==> src/rtl/vga_feed_pkg.sv <==
// -----------------------------------------------------------------------------
// vga_feed_pkg
// Shared types and helpers for the VGA frame feeder.
//   feeder_state_t  : control states of the feeder FSM
//   rgb444_t        : packed pixel {R[3:0],G[3:0],B[3:0]}
//   gray8_to_rgb444 : expands an 8-bit grey level to RGB444 (top nibble on
//                     all three channels)
// -----------------------------------------------------------------------------
package vga_feed_pkg;

    typedef enum logic [2:0] {
        IDLE   = 3'd0,
        START  = 3'd1,
        STREAM = 3'd2,
        FLUSH  = 3'd3,
        DONE   = 3'd4
    } feeder_state_t;

    typedef logic [11:0] rgb444_t;

    function automatic rgb444_t gray8_to_rgb444(input logic [7:0] g);
        return {g[7:4], g[7:4], g[7:4]};
    endfunction

endpackage

==> src/rtl/vga_feed_fifo.sv <==
// -----------------------------------------------------------------------------
// vga_feed_fifo
// Synchronous show-ahead FIFO: dout always presents the oldest entry while
// empty is low, so a consumer can use dout in the same cycle it pops.
// Ports:
//   clk, rst_n  : clock, synchronous active-low reset (clears pointers/count)
//   push, din   : write request and data (ignored when full and not popping)
//   pop         : remove head entry (ignored when empty)
//   dout        : head entry
//   empty, full : status
//   count       : number of stored entries (0..DEPTH)
// DEPTH must be a power of two >= 2 so pointers wrap naturally.
// -----------------------------------------------------------------------------
module vga_feed_fifo #(
    parameter int DEPTH = 4,
    parameter int WIDTH = 12
) (
    input  logic                     clk,
    input  logic                     rst_n,
    input  logic                     push,
    input  logic                     pop,
    input  logic [WIDTH-1:0]         din,
    output logic [WIDTH-1:0]         dout,
    output logic                     empty,
    output logic                     full,
    output logic [$clog2(DEPTH):0]   count
);
    localparam int PTR_W = $clog2(DEPTH);

    logic [WIDTH-1:0] mem_q [DEPTH];
    logic [PTR_W-1:0] wr_ptr_q, wr_ptr_d;
    logic [PTR_W-1:0] rd_ptr_q, rd_ptr_d;
    logic [PTR_W:0]   count_q,  count_d;
    logic             push_ok, pop_ok;

    always_comb begin
        empty    = (count_q == '0);
        full     = (count_q == (PTR_W+1)'(DEPTH));
        pop_ok   = pop && !empty;
        // A push into a full FIFO is fine when the head leaves in the same cycle.
        push_ok  = push && (!full || pop_ok);
        wr_ptr_d = wr_ptr_q + PTR_W'(push_ok);
        rd_ptr_d = rd_ptr_q + PTR_W'(pop_ok);
        count_d  = count_q + (PTR_W+1)'(push_ok) - (PTR_W+1)'(pop_ok);
    end

    always_ff @(posedge clk) begin
        if (!rst_n) begin
            wr_ptr_q <= '0;
            rd_ptr_q <= '0;
            count_q  <= '0;
        end else begin
            wr_ptr_q <= wr_ptr_d;
            rd_ptr_q <= rd_ptr_d;
            count_q  <= count_d;
        end
    end

    // Storage needs no reset: validity is tracked by count_q.
    always_ff @(posedge clk) begin
        if (push_ok) begin
            mem_q[wr_ptr_q] <= din;
        end
    end

    assign dout  = mem_q[rd_ptr_q];
    assign count = count_q;

endmodule

==> src/rtl/vga_frame_feeder.sv <==
// -----------------------------------------------------------------------------
// vga_frame_feeder
// On an accepted go, fetches IMG_W*IMG_H pixels starting at src_base from
// image memory and streams them into the VGA driver frame-buffer write port.
// Read latency is absorbed by a small FIFO; a read is only issued when the
// FIFO is guaranteed to have room for its data (fifo count + outstanding
// reads < FIFO_D), so it can never overflow.
// Ports:
//   clk, rst_n            : clock, synchronous active-low reset
//   go, abort             : command pulse (IDLE only) / terminate frame
//   src_base, img_sel     : frame source address and target buffer, latched on go
//   busy, done            : frame in progress / 1-cycle completion pulse
//   mem_re, mem_addr      : image memory read request
//   mem_rdata, mem_rvalid : in-order read return, latency >= 1
//   ds_ready              : downstream backpressure
//   vga_start, vga_img_idx, vga_we, vga_wdata : VGA driver write port
// Build option: PIX_GRAY8_EN - memory holds 8-bit grey in mem_rdata[7:0],
// converted to RGB444 on entry; otherwise mem_rdata is RGB444 as-is.
// -----------------------------------------------------------------------------
module vga_frame_feeder
    import vga_feed_pkg::*;
#(
    parameter int IMG_W  = 320,
    parameter int IMG_H  = 240,
    parameter int ADDR_W = 17,
    parameter int FIFO_D = 4
) (
    input  logic              clk,
    input  logic              rst_n,
    input  logic              go,
    input  logic              abort,
    input  logic [ADDR_W-1:0] src_base,
    input  logic              img_sel,
    output logic              busy,
    output logic              done,
    output logic              mem_re,
    output logic [ADDR_W-1:0] mem_addr,
    input  logic [11:0]       mem_rdata,
    input  logic              mem_rvalid,
    input  logic              ds_ready,
    output logic              vga_start,
    output logic              vga_img_idx,
    output logic              vga_we,
    output logic [11:0]       vga_wdata
);
    localparam int NPIX  = IMG_W * IMG_H;
    localparam int CNT_W = $clog2(NPIX + 1);
    localparam int FC_W  = $clog2(FIFO_D) + 1;
    localparam int SUM_W = FC_W + 1;

    feeder_state_t     state_q, state_d;
    logic [CNT_W-1:0]  req_cnt_q, req_cnt_d;
    logic [CNT_W-1:0]  wr_cnt_q,  wr_cnt_d;
    logic [FC_W-1:0]   out_cnt_q, out_cnt_d;
    logic [ADDR_W-1:0] src_base_q, src_base_d;
    logic              img_sel_q, img_sel_d;

    rgb444_t           pix_in;
    rgb444_t           fifo_dout;
    logic              fifo_push, fifo_pop, fifo_empty, fifo_full;
    logic [FC_W-1:0]   fifo_count;
    logic [SUM_W-1:0]  credit_sum;
    logic              accepting, re_c, we_c, bypass, rvalid_c;

`ifdef PIX_GRAY8_EN
    logic unused_rdata_hi;
    assign unused_rdata_hi = ^mem_rdata[11:8];
    assign pix_in = gray8_to_rgb444(mem_rdata[7:0]);
`else
    assign pix_in = mem_rdata;
`endif

    vga_feed_fifo #(
        .DEPTH (FIFO_D),
        .WIDTH (12)
    ) u_fifo (
        .clk   (clk),
        .rst_n (rst_n),
        .push  (fifo_push),
        .pop   (fifo_pop),
        .din   (pix_in),
        .dout  (fifo_dout),
        .empty (fifo_empty),
        .full  (fifo_full),
        .count (fifo_count)
    );

    always_comb begin
        state_d    = state_q;
        req_cnt_d  = req_cnt_q;
        wr_cnt_d   = wr_cnt_q;
        src_base_d = src_base_q;
        img_sel_d  = img_sel_q;

        // An abort cycle already behaves like FLUSH: nothing issued or written.
        accepting  = (state_q == STREAM) && !abort;
        credit_sum = {1'b0, fifo_count} + {1'b0, out_cnt_q};
        re_c       = accepting && (req_cnt_q < CNT_W'(NPIX))
                     && (credit_sum < SUM_W'(FIFO_D)) && !fifo_full;

        // When the FIFO is empty, returning data goes straight to the driver;
        // this keeps go -> first write at 3 cycles with a 1-cycle memory.
        we_c       = accepting && ds_ready && (!fifo_empty || mem_rvalid);
        bypass     = we_c && fifo_empty;
        fifo_push  = accepting && mem_rvalid && !bypass;
        // FLUSH drains any buffered pixels without writing them.
        fifo_pop   = !fifo_empty && (we_c || (state_q == FLUSH));

        // Reads outstanding across a reset are forgotten; never underflow.
        rvalid_c   = mem_rvalid && (out_cnt_q != '0);
        out_cnt_d  = out_cnt_q + FC_W'(re_c) - FC_W'(rvalid_c);
        req_cnt_d  = req_cnt_q + CNT_W'(re_c);
        wr_cnt_d   = wr_cnt_q + CNT_W'(we_c);

        case (state_q)
            IDLE: begin
                if (go) begin
                    state_d    = START;
                    src_base_d = src_base;
                    img_sel_d  = img_sel;
                    req_cnt_d  = '0;
                    wr_cnt_d   = '0;
                end
            end
            START: begin
                state_d = abort ? FLUSH : STREAM;
            end
            STREAM: begin
                if (abort) begin
                    state_d = FLUSH;
                end else if (we_c && (wr_cnt_q == CNT_W'(NPIX - 1))) begin
                    state_d = DONE;
                end
            end
            FLUSH: begin
                if ((out_cnt_q == '0) && fifo_empty) begin
                    state_d = DONE;
                end
            end
            DONE: begin
                state_d = IDLE;
            end
            default: begin
                state_d = IDLE;
            end
        endcase
    end

    always_ff @(posedge clk) begin
        if (!rst_n) begin
            state_q    <= IDLE;
            req_cnt_q  <= '0;
            wr_cnt_q   <= '0;
            out_cnt_q  <= '0;
            src_base_q <= '0;
            img_sel_q  <= 1'b0;
        end else begin
            state_q    <= state_d;
            req_cnt_q  <= req_cnt_d;
            wr_cnt_q   <= wr_cnt_d;
            out_cnt_q  <= out_cnt_d;
            src_base_q <= src_base_d;
            img_sel_q  <= img_sel_d;
        end
    end

    assign busy        = (state_q != IDLE);
    assign done        = (state_q == DONE);
    assign vga_start   = (state_q == START);
    assign vga_img_idx = img_sel_q;
    assign mem_re      = re_c;
    // Address arithmetic wraps modulo 2^ADDR_W.
    assign mem_addr    = re_c ? (src_base_q + ADDR_W'(req_cnt_q)) : '0;
    assign vga_we      = we_c;
    assign vga_wdata   = we_c ? (fifo_empty ? pix_in : fifo_dout) : 12'h000;

endmodule
==> config.mk <==
export PLATFORM = sky130hd
export DESIGN_NAME = vga_frame_feeder
export DESIGN_NICKNAME = d
export VERILOG_FILES = /design/src/rtl/vga_feed_pkg.sv /design/src/rtl/vga_feed_fifo.sv /design/src/rtl/vga_frame_feeder.sv
export SDC_FILE = /design/constraint.sdc
export NUM_CORES = 1
export LEC_CHECK = 0
export CORE_ASPECT_RATIO = 1.75
export CORE_MARGIN = 10
export CORE_UTILIZATION = 45
export CTS_BUF_LIST = sky130_fd_sc_hd__clkbuf_4
export CTS_CLUSTER_DIAMETER = 100
export DETAILED_ROUTE_END_ITERATION = 7
export PLACE_DENSITY_LB_ADDON = 0.2
export SLEW_MARGIN = 20
export SYNTH_ARGS = -nofsm -noshare
export SYNTH_HDL_FRONTEND = slang
export SYNTH_SLANG_ARGS = --single-unit
==> constraint.sdc <==
create_clock -name clk -period 5.1 [get_ports clk]
set_clock_uncertainty 0.15 [all_clocks]
set_input_delay 1.02 -clock clk [delete_from_list [all_inputs] [get_ports clk]]
set_output_delay 1.02 -clock clk [all_outputs]
set_load 0.1 [all_outputs]
==> results of run 1 <==
[cells in the mapped netlist (2+ instances only)]
cell and number:
fa_1 3, a21o_1 5, a21boi_0 19, and4_1 2
a211oi_1 4, inv_1 14, nand3_1 18, mux2i_1 2
a21oi_1 34, dfxtp_1 65, nand2b_1 3, o21a_1 5
nand2_1 83, nor2b_1 2, clkbuf_1 12, nor3b_1 5
edfxtp_1 48, nand4_1 7, a211oi_2 2, xnor2_1 16
and3_1 12, xor2_1 25, nor3_1 10, nand4b_1 2
o21ai_0 18, nor2_1 49, or3_1 7, mux4_2 12
and2_1 16, ha_1 28, buf_2 5
[kinds of logic after synthesis]
family,after synthesis
compound gates,94
mux,14
xor+xnor,41
flops,113
simple gates,224
buf+inv,32
fa+ha+maj,31
[routing by layer]
layer	share of wire (%)	vias up	track usage, %
li1	-	2100	-
met1	40	1950	15.10
met2	52	114	28.14
met3	5.0	28	4.612
met4	2.8	0	6.869
met5	0	-	0
[worst max-delay path: cells and delay by family]
| kind | cells | cell delay, ns |
|---|---|---|
| buf+inv | 3 | 1.10 |
| simple gates | 2 | 0.39 |
| mux | 1 | 0.24 |
| compound gates | 1 | 0.46 |
[report_power, final]
group | total, mW | internal, mW | switching (mW)
Combinational | 0.239 | 0.0935 | 0.146
Sequential | 0.983 | 0.964 | 0.0199
Clock | 0.679 | 0.351 | 0.328
Total | 1.90 | 1.41 | 0.493
[how the worst max path moves through the flow]
| stage | slack [ns] | cells past startpoint | to | start |
|---|---|---|---|---|
| 2_1_floorplan | 0.16 | 8 | mem_addr[12] | req_cnt_q[0] |
| 3_3_place_gp | 0.78 | 7 | mem_addr[15] | abort |
| 3_5_place_dp | 0.69 | 7 | mem_addr[15] | abort |
| 4_1_cts | 0.66 | 7 | mem_addr[15] | abort |
| 5_1_grt | 0.57 | 7 | mem_addr[15] | abort |
| 6_report | 0.71 | 7 | mem_addr[15] | abort |
[area by class of cell]
cell class / count / share of cell area, %
clock buffers: 20 / 2.222
flip-flops and latches: 113 / 40.59
inverters: 14 / 0.7776
clock inverters: 12 / 2.111
diodes: 1 / 0.03703
multi-input cells: 404 / 40.47
repair buffers: 77 / 10.74
well taps: 165 / 3.055
[flip-flops by register name, summed over array words and instances, names as in the netlist]
register / flops
u_fifo.count: 3
wr_cnt_q: 17
src_base_q: 17
u_fifo.rd_ptr_q: 2
vga_img_idx: 1
u_fifo.wr_ptr_q: 2
u_fifo.mem_q: 48
req_cnt_q: 17
state_q: 3
out_cnt_q: 3
[through the flow]
| stage | instances | hold slack (ns) |
|---|---|---|
| floorplan | 549 | 0.2972 |
| global placement | 773 | 0.3008 |
| detailed placement | 773 | 0.3153 |
| CTS | 805 | 0.3286 |
| global route | 806 | 0.3547 |
| finish | 806 | 0.3259 |
==> flow_summary.yaml, run 1 <==
cells_and_area:
  n_fill_cell: 1083
  final-seq-area_mm2: 0.002743
  postLayoutCellArea_mm2: 0.006758
  multi_input_area_mm2: 0.002735
  mostFrequentLayoutCells: "nand2_1 (83), dfxtp_1 (65), nor2_1 (49)"
  area_delta_synth_final_pct: 20.58
  drive_gt1_share_pct: 13.59
  nets: 694
  layout_commonest_cell: "nand2_1"
  fin_util_pct: 55.69
critical_path:
  worstPathCellList: "clkdlybuf4s50_1 -> nor3b_4 -> o2111ai_2 -> inv_1 -> nand2_1 -> mux2i_1 -> buf_12"
  slowest_stage: "clkdlybuf4s50_1"
  r2r_slack_ns: 1.60
  crit_path_max_incr_delay_ns: 0.50
  cp-start-kind: "input pin"
  crit_path_end_kind: "output pin"
  crit_type: "input pin to output pin"
  rr_worst_depth: 12
  worstPathMaxFanout: 15
  r2r_start: "u_fifo.count[1]"
  cp.required_ns: 3.93
  worstReg2RegEnd: "req_cnt_q[16]"
  worstPathArrival_ns: 3.22
outcome:
  status: "completed"
logic_synthesis:
  synth_area_leaders: "edfxtp_1 (26%), dfxtp_1 (23%), ha_1 (6.3%)"
  ys.flop_type: "dfxtp_1"
  synth_top_cell_area_share_pct: 25.72
  synth_area_mm2: 0.005604
  synth_top_family_by_area: "simple AND/OR/NAND/NOR gates"
  yosysUniqueCellTypes: 47
  yosysSeqAreaShare_pct: 48.94
  synth_top_cell_by_area: "edfxtp_1"
  syn_area_per_cell_um2: 10.21
  synth-seq-cells: 113
  synth_nets: 616
  synth-warning-count: 0
  synthMuxAreaShare_pct: 5.180
  synth_simple_gate_area_share_pct: 19.20
  synth-edff-count: 48
  synth_xor_area_share_pct: 6.408
  async_reset_ff_share_pct: 0
  syn_inst: 549
  yosys.area_share.adder_pct: 7.323
  synth_compound_area_share_pct: 10.69
power_and_ir_drop:
  p_per_area_mw_per_mm2: 281.4
  total_power_mw: 1.901
  power_leakage_nw: 2.605
  ir_drop_v: 0.0001273
clock_network:
  cts_hold_buf: 0
  ctsResizeCount: 0
  clkSinkCount: 113
  clock_path_buffers: 2
  cts.htree.levels: 4
  numCtsBuffers: 17
  cts_tree: "built"
  postCtsSetupBuffers: 0
  clk_pin_slew_ns: 0.09
  root_buffer: "clkbuf_4"
  insertion_delay_ns: 0.50
global_routing:
  grt_pass1_vias: 4411
  track_usage_pct: 15.22
  grt_max_degree: 34
  antenna_found_initial: 1
  grt_pass1_wl_um: 21580
  grt.overflow.total: 0
timing:
  relSlewSlack_pct: 34.36
  rsz0062_at_grt: "no"
  hold_viol_final: 0
  tightest_slew_ns: 0.9815
  slew_violations: 0
  min_period_ns: 4.394
  fin_tns_setup_ns: 0
  setup_violations: 0
  fin_crit_sh_pct: 86.15
  fin_ws_ns: 0.7062
  max_freq_ghz: 0.2276
floorplan:
  io_pins: 71
  rows: 53
  core_area_mm2: 0.01214
  start_util_pct: 46.18
  die_area_mm2: 0.01749
  die_h_um: 167.6
  die_w_um: 104.4
hold_path:
  worstHoldEndpoint: "src_base_q[9]"
  hold_path_depth: 2
  min_path_type: "flop to flop"
  min_from: "src_base_q[9]"
place:
  hpwl_um: 9800
  port-buffer-count: 70
  post_dp_cell_area_mm2: 0.006462
  gp_congestion: 0.8372
  dp_slack_ns: 0.6928
route:
  drc: 0
  viasPerCell: 5.201
  wl_um: 13000
  firstDrtPassIters: 4
  wire_per_inst_um: 16.13
  initialDrtViolationCount: 88
  ant_nets: 0
  vias: 4192
job:
  max_cap_violations: 0
No activity file was read; power rests on OpenSTA's default activity.
==> run 2: changes to the inputs <==
Settings changed: MAX_ROUTING_LAYER set to met4, SLEW_MARGIN 20 to not set.
==> flow_summary.yaml, run 2 (synthesis gave the netlist of run 1 again) <==
place:
  port-buffer-count: 70
  gp_congestion: 0.8491
  hpwl_um: 9800
  dp.cells: 773
critical_path:
  r2r_start: "u_fifo.count[1]"
  crit_path_end_kind: "output pin"
  crit_type: "input pin to output pin"
  cp.required_ns: 3.93
  rr_worst_depth: 12
  cpLargestDelayFamily: "buffers and inverters"
  crit_path_max_incr_delay_ns: 0.50
  slowest_stage: "clkdlybuf4s50_1"
  worstPathMaxFanout: 15
  worst-path-stages: 7
  r2r_slack_ns: 1.61
  worstPathArrival_ns: 3.22
  worstPathCellList: "clkdlybuf4s50_1 -> nor3b_4 -> o2111ai_2 -> inv_1 -> nand2_1 -> mux2i_1 -> buf_12"
  worst-path-buf-inv: 3
  worstReg2RegEnd: "req_cnt_q[16]"
  cp-start-kind: "input pin"
hold_path:
  hold_path_depth: 2
  min_from: "src_base_q[9]"
  min_path_type: "flop to flop"
  worstHoldEndpoint: "src_base_q[9]"
timing:
  rsz0062_at_grt: "no"
  tightest_slew_ns: 0.9815
  min_period_ns: 4.391
  relSlewSlack_pct: 34.36
  holdWs_ns: 0.3260
  hold_viol_final: 0
  slew_violations: 0
  fin_crit_sh_pct: 86.10
  setup_violations: 0
  max_freq_ghz: 0.2277
  fin_tns_setup_ns: 0
floorplan:
  start_util_pct: 46.18
  rows: 53
  die_h_um: 167.6
  core_area_mm2: 0.01214
  die_area_mm2: 0.01749
  die_w_um: 104.4
  io_pins: 71
global_routing:
  grt_pass1_vias: 4401
  met2_usage_pct: 28.12
  grt_use_met3_pct: 3.420
  top_usage_layer: "met2"
  antenna_found_initial: 1
  grt_max_degree: 34
  grt_pass1_wl_um: 21580
  track_usage_pct: 15.63
  grt.overflow.total: 0
  grt_util_met1_pct: 15.67
route:
  drc: 0
  ant_nets: 0
  initialDrtViolationCount: 102
  wire_per_inst_um: 16.12
  viasPerCell: 5.196
  vias: 4188
  firstDrtPassIters: 5
  wl_um: 12990
cells_and_area:
  max_flop_register: "u_fifo.mem_q"
  fin_util_pct: 55.69
  stdcell_count: 806
  layout_commonest_cell: "nand2_1"
  drive_gt1_share_pct: 13.59
  mostFrequentLayoutCells: "nand2_1 (83), dfxtp_1 (65), nor2_1 (49)"
  largest_register_ffs: 48
  nets: 694
  area_delta_synth_final_pct: 20.58
clock_network:
  cts_tree: "built"
  ctsResizeCount: 0
  postCtsSetupBuffers: 0
  numCtsBuffers: 17
  clock_path_buffers: 2
  root_buffer: "clkbuf_4"
  cts.htree.levels: 4
  insertion_delay_ns: 0.50
  cts_hold_buf: 0
  clkSinkCount: 113
  clk_pin_slew_ns: 0.10
job:
  max_cap_violations: 0
power_and_ir_drop:
  ir_drop_v: 0.0001273
  p_per_area_mw_per_mm2: 281.5
  power_leakage_nw: 2.605
outcome:
  status: "completed"
run 2: cell counts in the layout (fill, tap and decap cells not counted):
Identical to the previous run, type by type.
run 2: through the flow:
stage | total power, mW | instance area (um^2) | setup slack, ns
after detailed placement | 1.246 | 6462 | 0.6928
after floorplan | 1.162 | 5604 | 0.1554
after global routing | 1.996 | 6758 | 0.5710
after global placement | 1.240 | 6462 | 0.7778
final | 1.903 | 6758 | 0.7087
after CTS | 1.924 | 6755 | 0.6634
run 2: tightest hold or removal path, cell delays in order (launching register included):
cell and delay (ns):
dfxtp_1 0.33, nand2_1 0.05, a21boi_0 0.06
run 2: area by class of cell:
cell class                 count  area (um^2)
tap                          165        206.4
timing repair buffer          77        725.7
multi-input combinational    404         2735
clock inverter                12        142.6
sequential                   113         2743
antenna                        1        2.502
clock buffer                  20        150.1
inverter                      14        52.55
fill                        1083         5378
run 2: worst max-delay path by stage:
stage,start,end
floorplan,req_cnt_q[0],mem_addr[12]
global placement,abort,mem_addr[15]
detailed placement,abort,mem_addr[15]
CTS,abort,mem_addr[15]
global route,abort,mem_addr[15]
finish,abort,mem_addr[15]
run 2: layer usage:
layer,vias to the layer above,part of all wire (%)
met5,-,0
met4,0,2.9
met3,27,3.5
met2,105,52
met1,1957,42
li1,2099,-
run 2: report_power, final:
| group | internal [mW] | leakage (nW) | switching (mW) |
|---|---|---|---|
| Clock | 0.351 | 0.160 | 0.329 |
| Sequential | 0.964 | 0.959 | 0.0200 |
| Combinational | 0.0934 | 1.49 | 0.145 |
==> variant 1: new RTL, settings of run 1 <==
Add a define of `PIX_GRAY8_EN`.
--- a/src/rtl/vga_frame_feeder.sv
+++ b/src/rtl/vga_frame_feeder.sv
@@ -17,6 +17,8 @@
 // Build option: PIX_GRAY8_EN - memory holds 8-bit grey in mem_rdata[7:0],
 // converted to RGB444 on entry; otherwise mem_rdata is RGB444 as-is.
 // -----------------------------------------------------------------------------
+`define PIX_GRAY8_EN
+
 module vga_frame_feeder
     import vga_feed_pkg::*;
 #(
Behaviour: not the same (a bounded check fails within 4 cycles, from zero or initial values and one cycle with rst_n low).
==> variant 1 against run 1 <==
  * Sequential cell count down 32
  * Cell area down 21%
  * Setup slack better by 0.097 ns
  * Synthesized area down 20%
  * Hold slack worse by 0.0084 ns
  * First-iteration DRC count up 60%
  * Wire length down 20%
  * Total power down 28%
  * Critical path type unchanged
  * Critical endpoint is now mem_addr[16]
  * Largest cell class is now multi-input gates
==> variant 1: results (changes against run 1) <==
----------------------------------------------------
[Detailed routing]
  Detailed router's first-iteration violation count ... 141 (+60%)
  Metal2 WL ... 5.682 mm (-16%)

[Final layout]
  Register area ... 1782 µm² (-35%)
  Number of non-clock buffers in the layout ... 65 (-16%)
  Clock network share of area ... 3.059% (-1.3 points)
  Layout cells sized above 1 ... 11.93% (-1.7 points)
  Area added between synthesis and finish ... 18.45%
  Filler cell count in the final layout ... 915 (-16%)
  Non-clock inverter total of the final layout ... 15 (+1)

[Global route]
  Met1 global-route usage ... 14.33% (-0.78 points)
  Number of global-route vias before repair ... 3669 (-17%)
  Routing usage on met2 ... 27.21% (-0.93 points)
  First-pass GRT wire length ... 17.10 mm (-21%)
  Global routing met3 resource utilization ... 3.996% (-0.62 points)
  Global-route total usage across every layer ... 14.66% (-0.56 points)
  Largest net degree at the start of global routing ... 37 (+8.8%)

[Clock tree]
  Post-CTS clock slew at the launch and capture registers of the worst setup and hold paths ... 0.12 ns (+0.03 ns)
  Number of clock sinks seen by CTS ... 81 (-28%)
  Deepest level of the CTS H-tree ... 3 (-1)

[Placement]
  GPL Wtd Cong ... 0.8107 (-3.2%)
  Sum of net half-perimeters after detailed placement ... 8.038 mm (-18%)
  Area of placed instances ... 5152 µm² (-20%)

[Logic synthesis]
  Number of distinct library cells after synthesis ... 54 (+15%)
  EDFF count, synth ... 16 (-67%)
  Sequential cell area fraction in the yosys report ... 39.69% (-9.3 points)
  Cell types occupying the most area after synthesis ... sky130_fd_sc_hd__dfxtp_1 (29%), sky130_fd_sc_hd__edfxtp_1 (11%), sky130_fd_sc_hd__ha_1 (7.8%), sky130_fd_sc_hd__nand2_1 (6.0%), sky130_fd_sc_hd__xor2_1 (5.1%)

[Power]
  Clock network fraction of design power ... 31.1% (-4.6 points)
  Leakage power ... 2.099 nW (-19%)

[Floorplanning]
  Core box area ... 9789 µm² (-19%)

[Critical path]
  Arrival time at the worst endpoint ... 3.13 ns (-0.09 ns)
  Capture point of the worst path ... mem_addr[16]
  Worst reg2reg setup slack ... 1.88 ns (+0.28 ns)

[Run status]
  Outcome ... finished, final reports clean

----------------------------------------------------
[variant 1: cell count changes after synthesis, moves of 4 or more]
cell / delta
sky130_fd_sc_hd__a21oi_1: -14
sky130_fd_sc_hd__a21boi_0: -10
sky130_fd_sc_hd__nand2_1: -11
sky130_fd_sc_hd__o21ai_0: -12
sky130_fd_sc_hd__nor2_1: +8
sky130_fd_sc_hd__buf_4: +8
sky130_fd_sc_hd__a21boi_1: +9
sky130_fd_sc_hd__mux4_2: -8
sky130_fd_sc_hd__xnor2_1: +4
sky130_fd_sc_hd__edfxtp_1: -32
sky130_fd_sc_hd__or3_1: -4
[variant 1: worst min-delay path by stage]
stage                                start                     endpoint  slack, ns  depth (start not counted)
2_1_floorplan  src_base_q[10]$_SDFFE_PN0P_  src_base_q[10]$_SDFFE_PN0P_       0.29                          2
3_3_place_gp   src_base_q[10]$_SDFFE_PN0P_  src_base_q[10]$_SDFFE_PN0P_       0.29                          2
3_5_place_dp   src_base_q[10]$_SDFFE_PN0P_  src_base_q[10]$_SDFFE_PN0P_       0.30                          2
4_1_cts        src_base_q[10]$_SDFFE_PN0P_  src_base_q[10]$_SDFFE_PN0P_       0.32                          2
5_1_grt        src_base_q[15]$_SDFFE_PN0P_  src_base_q[15]$_SDFFE_PN0P_       0.35                          2
6_report       src_base_q[10]$_SDFFE_PN0P_  src_base_q[10]$_SDFFE_PN0P_       0.32                          2
[variant 1: worst max-delay path, cell delays in order]
cell and delay, ns:
sky130_fd_sc_hd__clkdlybuf4s50_1 0.52, sky130_fd_sc_hd__nor4b_4 0.33, sky130_fd_sc_hd__and2_4 0.22, sky130_fd_sc_hd__o2111ai_4 0.26
sky130_fd_sc_hd__o41ai_2 0.54, sky130_fd_sc_hd__buf_12 0.23
[variant 1: metrics by stage]
step / worst slack (ns) / power [W] / hold slack (ns) / cells
after global placement: 0.8109 / 0.0009593 / 0.2938 / 662
after global routing: 0.7216 / 0.001455 / 0.3461 / 679
after floorplan: 0.1324 / 0.0008890 / 0.2888 / 492
final: 0.8032 / 0.001377 / 0.3174 / 679
after detailed placement: 0.7800 / 0.0009651 / 0.3036 / 662
after CTS: 0.7804 / 0.001395 / 0.3214 / 678
[variant 1: cell families (layout without fill, tap and decap cells)]
| logic type | after synthesis | after routing | synth area share [%] |
|---|---|---|---|
| and+or+nand+nor | 215 | 215 | 22.94 |
| DFF | 81 | 81 | 39.69 |
| AOI/OAI and AO/OA | 79 | 79 | 13.35 |
| xor gates and xnor gates | 46 | 46 | 8.974 |
| buffers and inverters | 35 | 96 | 3.679 |
| adders and majority gates | 31 | 31 | 9.142 |
| muxes | 5 | 5 | 2.230 |
| other | 0 | 1 | 0 |
==> variant 2: new RTL, config.mk and constraints of run 1 <==
Without the edit above. Encoding of `feeder_state_t`: now one-hot (5 bits for 5 states).
--- a/src/rtl/vga_feed_pkg.sv
+++ b/src/rtl/vga_feed_pkg.sv
@@ -8,12 +8,12 @@
 // -----------------------------------------------------------------------------
 package vga_feed_pkg;
 
-    typedef enum logic [2:0] {
-        IDLE   = 3'd0,
-        START  = 3'd1,
-        STREAM = 3'd2,
-        FLUSH  = 3'd3,
-        DONE   = 3'd4
+    typedef enum logic [4:0] {
+        IDLE   = 5'b00001,
+        START  = 5'b00010,
+        STREAM = 5'b00100,
+        FLUSH  = 5'b01000,
+        DONE   = 5'b10000
     } feeder_state_t;
 
     typedef logic [11:0] rgb444_t;
Check against the original RTL: no difference found for any inputs over 4 cycles, from zero or initial values and one cycle with rst_n low; so few cycles prove little.
==> variant 2 against run 1 <==
  * Synthesized area rose by 0.42%
  * Die area up 0.36%
  * Synthesized cell count increased by 0.18%
  * Cell area up 2.2%
  * Global-route usage barely moved
  * Setup slack lost 0.051 ns
  * Sequential cell count grew 2
  * Hold slack got worse by 0.0028 ns
  * Count of clock-buffer cells in the layout decreased by 2
  * Critical path type is now reg -> out
  * Total power grew 6.6%
  * Wire length is 1.0% higher
==> variant 2: results (changes against run 1) <==
----------------------------------------------------
[Placement]
  Worst setup slack before clock tree synthesis ... 1.027 ns (+0.3345 ns)
  Sum of net half-perimeters after detailed placement ... 9.913 mm (+1.2%)
  Area of placed instances ... 6576 µm² (+1.8%)
  Number of placed instances with taps included ... 778 (+0.65%)

[Global route]
  Global-route total usage across every layer ... 15.26% (+0.042 points)
  Number of global-route vias before repair ... 4414 (+0.068%)
  Global routing met3 resource utilization ... 4.893% (+0.28 points)
  Routing usage on met2 ... 28.34% (+0.19 points)
  First-pass GRT wire length ... 21.66 mm (+0.35%)
  Largest net degree at the start of global routing ... 37 (+8.8%)

[Critical path]
  Worst reg2reg setup slack ... 1.84 ns (+0.24 ns)
  Dominant delay contributor by cell family on the critical path ... compound AO/OA/AOI/OAI gates
  CP Max Fanout ... 3 (-12)
  Crit path largest cell delay ... 0.41 ns (-0.09 ns)
  Critical register-to-register path startpoint ... state_q[4]$_SDFFE_PN0P_
  Cell with the largest stage delay on the worst path ... sky130_fd_sc_hd__fa_1
  R2R depth ... 11 (-1)

[STA]
  Least-Margin Pin Slew ... 0.9874 ns (+0.005922 ns)
  Post-Route Hold Slack ... 0.3231 ns (-0.002768 ns)

[Detailed routing]
  Overall via count from detail_route ... 4175 (-0.41%)
  Routed met1 length ... 5.128 mm (-1.7%)
  Post-detailed-routing wire length ... 13.14 mm (+1.0%)
  Detailed router's first-iteration violation count ... 121 (+38%)
  Metal2 WL ... 7.004 mm (+3.5%)

[Power]
  Fraction of power consumed by combinational cells ... 13.3% (+0.7 points)
  Cell-internal power ... 0.001485 W (+5.5%)
  Power per cell area ... 293.4 nW/µm² (+4.3%)

[Final layout]
  Number of standard cells in the layout, taps in and fillers out ... 811 (+0.62%)
  Number of nets in the finished design ... 696 (+0.29%)
  Layout cells sized above 1 ... 14.17% (+0.58 points)

[Logic synthesis]
  Cells after synthesis ... 550 (+0.18%)
  Syn nets ... 617 (+0.16%)

[Run status]
  Outcome ... finished, final reports clean

[Clock tree]
  Post-CTS clock slew at the launch and capture registers of the worst setup and hold paths ... 0.11 ns (+0.02 ns)

[Worst hold path]
  Worst-case hold path end point ... vga_img_idx$_SDFFE_PN0P_
  Start point of the worst min-delay path ... vga_img_idx$_SDFFE_PN0P_

----------------------------------------------------
==> variant 2: changes by cell type after synthesis, moves of 6 or more <==
cell,delta
sky130_fd_sc_hd__o21ai_0,-13
sky130_fd_sc_hd__nand3_1,-6
sky130_fd_sc_hd__xor2_1,+7
sky130_fd_sc_hd__nor2_1,+15
sky130_fd_sc_hd__nand2_1,+9
==> variant 2: logic make-up (layout without fill, tap and decap cells) <==
| kind of cell | count (synthesis) | after routing | synth area share, % |
|---|---|---|---|
| multiplexers | 13 | 13 | 4.980 |
| adder cells (fa/ha/maj) | 31 | 31 | 7.292 |
| XOR/XNOR | 52 | 52 | 8.093 |
| flip-flops | 115 | 115 | 49.44 |
| AND/OR/NAND/NOR | 228 | 228 | 18.61 |
| AO/OA/AOI/OAI | 77 | 77 | 9.249 |
| other | 0 | 1 | 0 |
| buffers and inverters | 34 | 126 | 2.334 |
==> variant 2: final cells by class <==
class,count,area [µm²],area share [%]
clock buffer,18,135.1,1.957
tap,168,210.2,3.043
timing repair buffer,77,800.8,11.59
inverter,17,63.81,0.9239
clock inverter,14,186.4,2.699
sequential,115,2783,40.29
antenna,1,2.502,0.03623
multi-input combinational,401,2725,39.46
==> variant 2: how the worst max path moves through the flow <==
stage                       startpoint            to  slack, ns  depth (start not counted)
6_report       req_cnt_q[0]$_SDFF_PN0_  mem_addr[16]       0.66                         10
5_1_grt        req_cnt_q[0]$_SDFF_PN0_  mem_addr[16]       0.51                         10
4_1_cts        req_cnt_q[0]$_SDFF_PN0_  mem_addr[16]       0.60                         10
3_5_place_dp                     abort   mem_addr[1]       1.03                          6
3_3_place_gp                     abort   mem_addr[1]       1.08                          6
2_1_floorplan  req_cnt_q[0]$_SDFF_PN0_  mem_addr[14]       0.64                          9
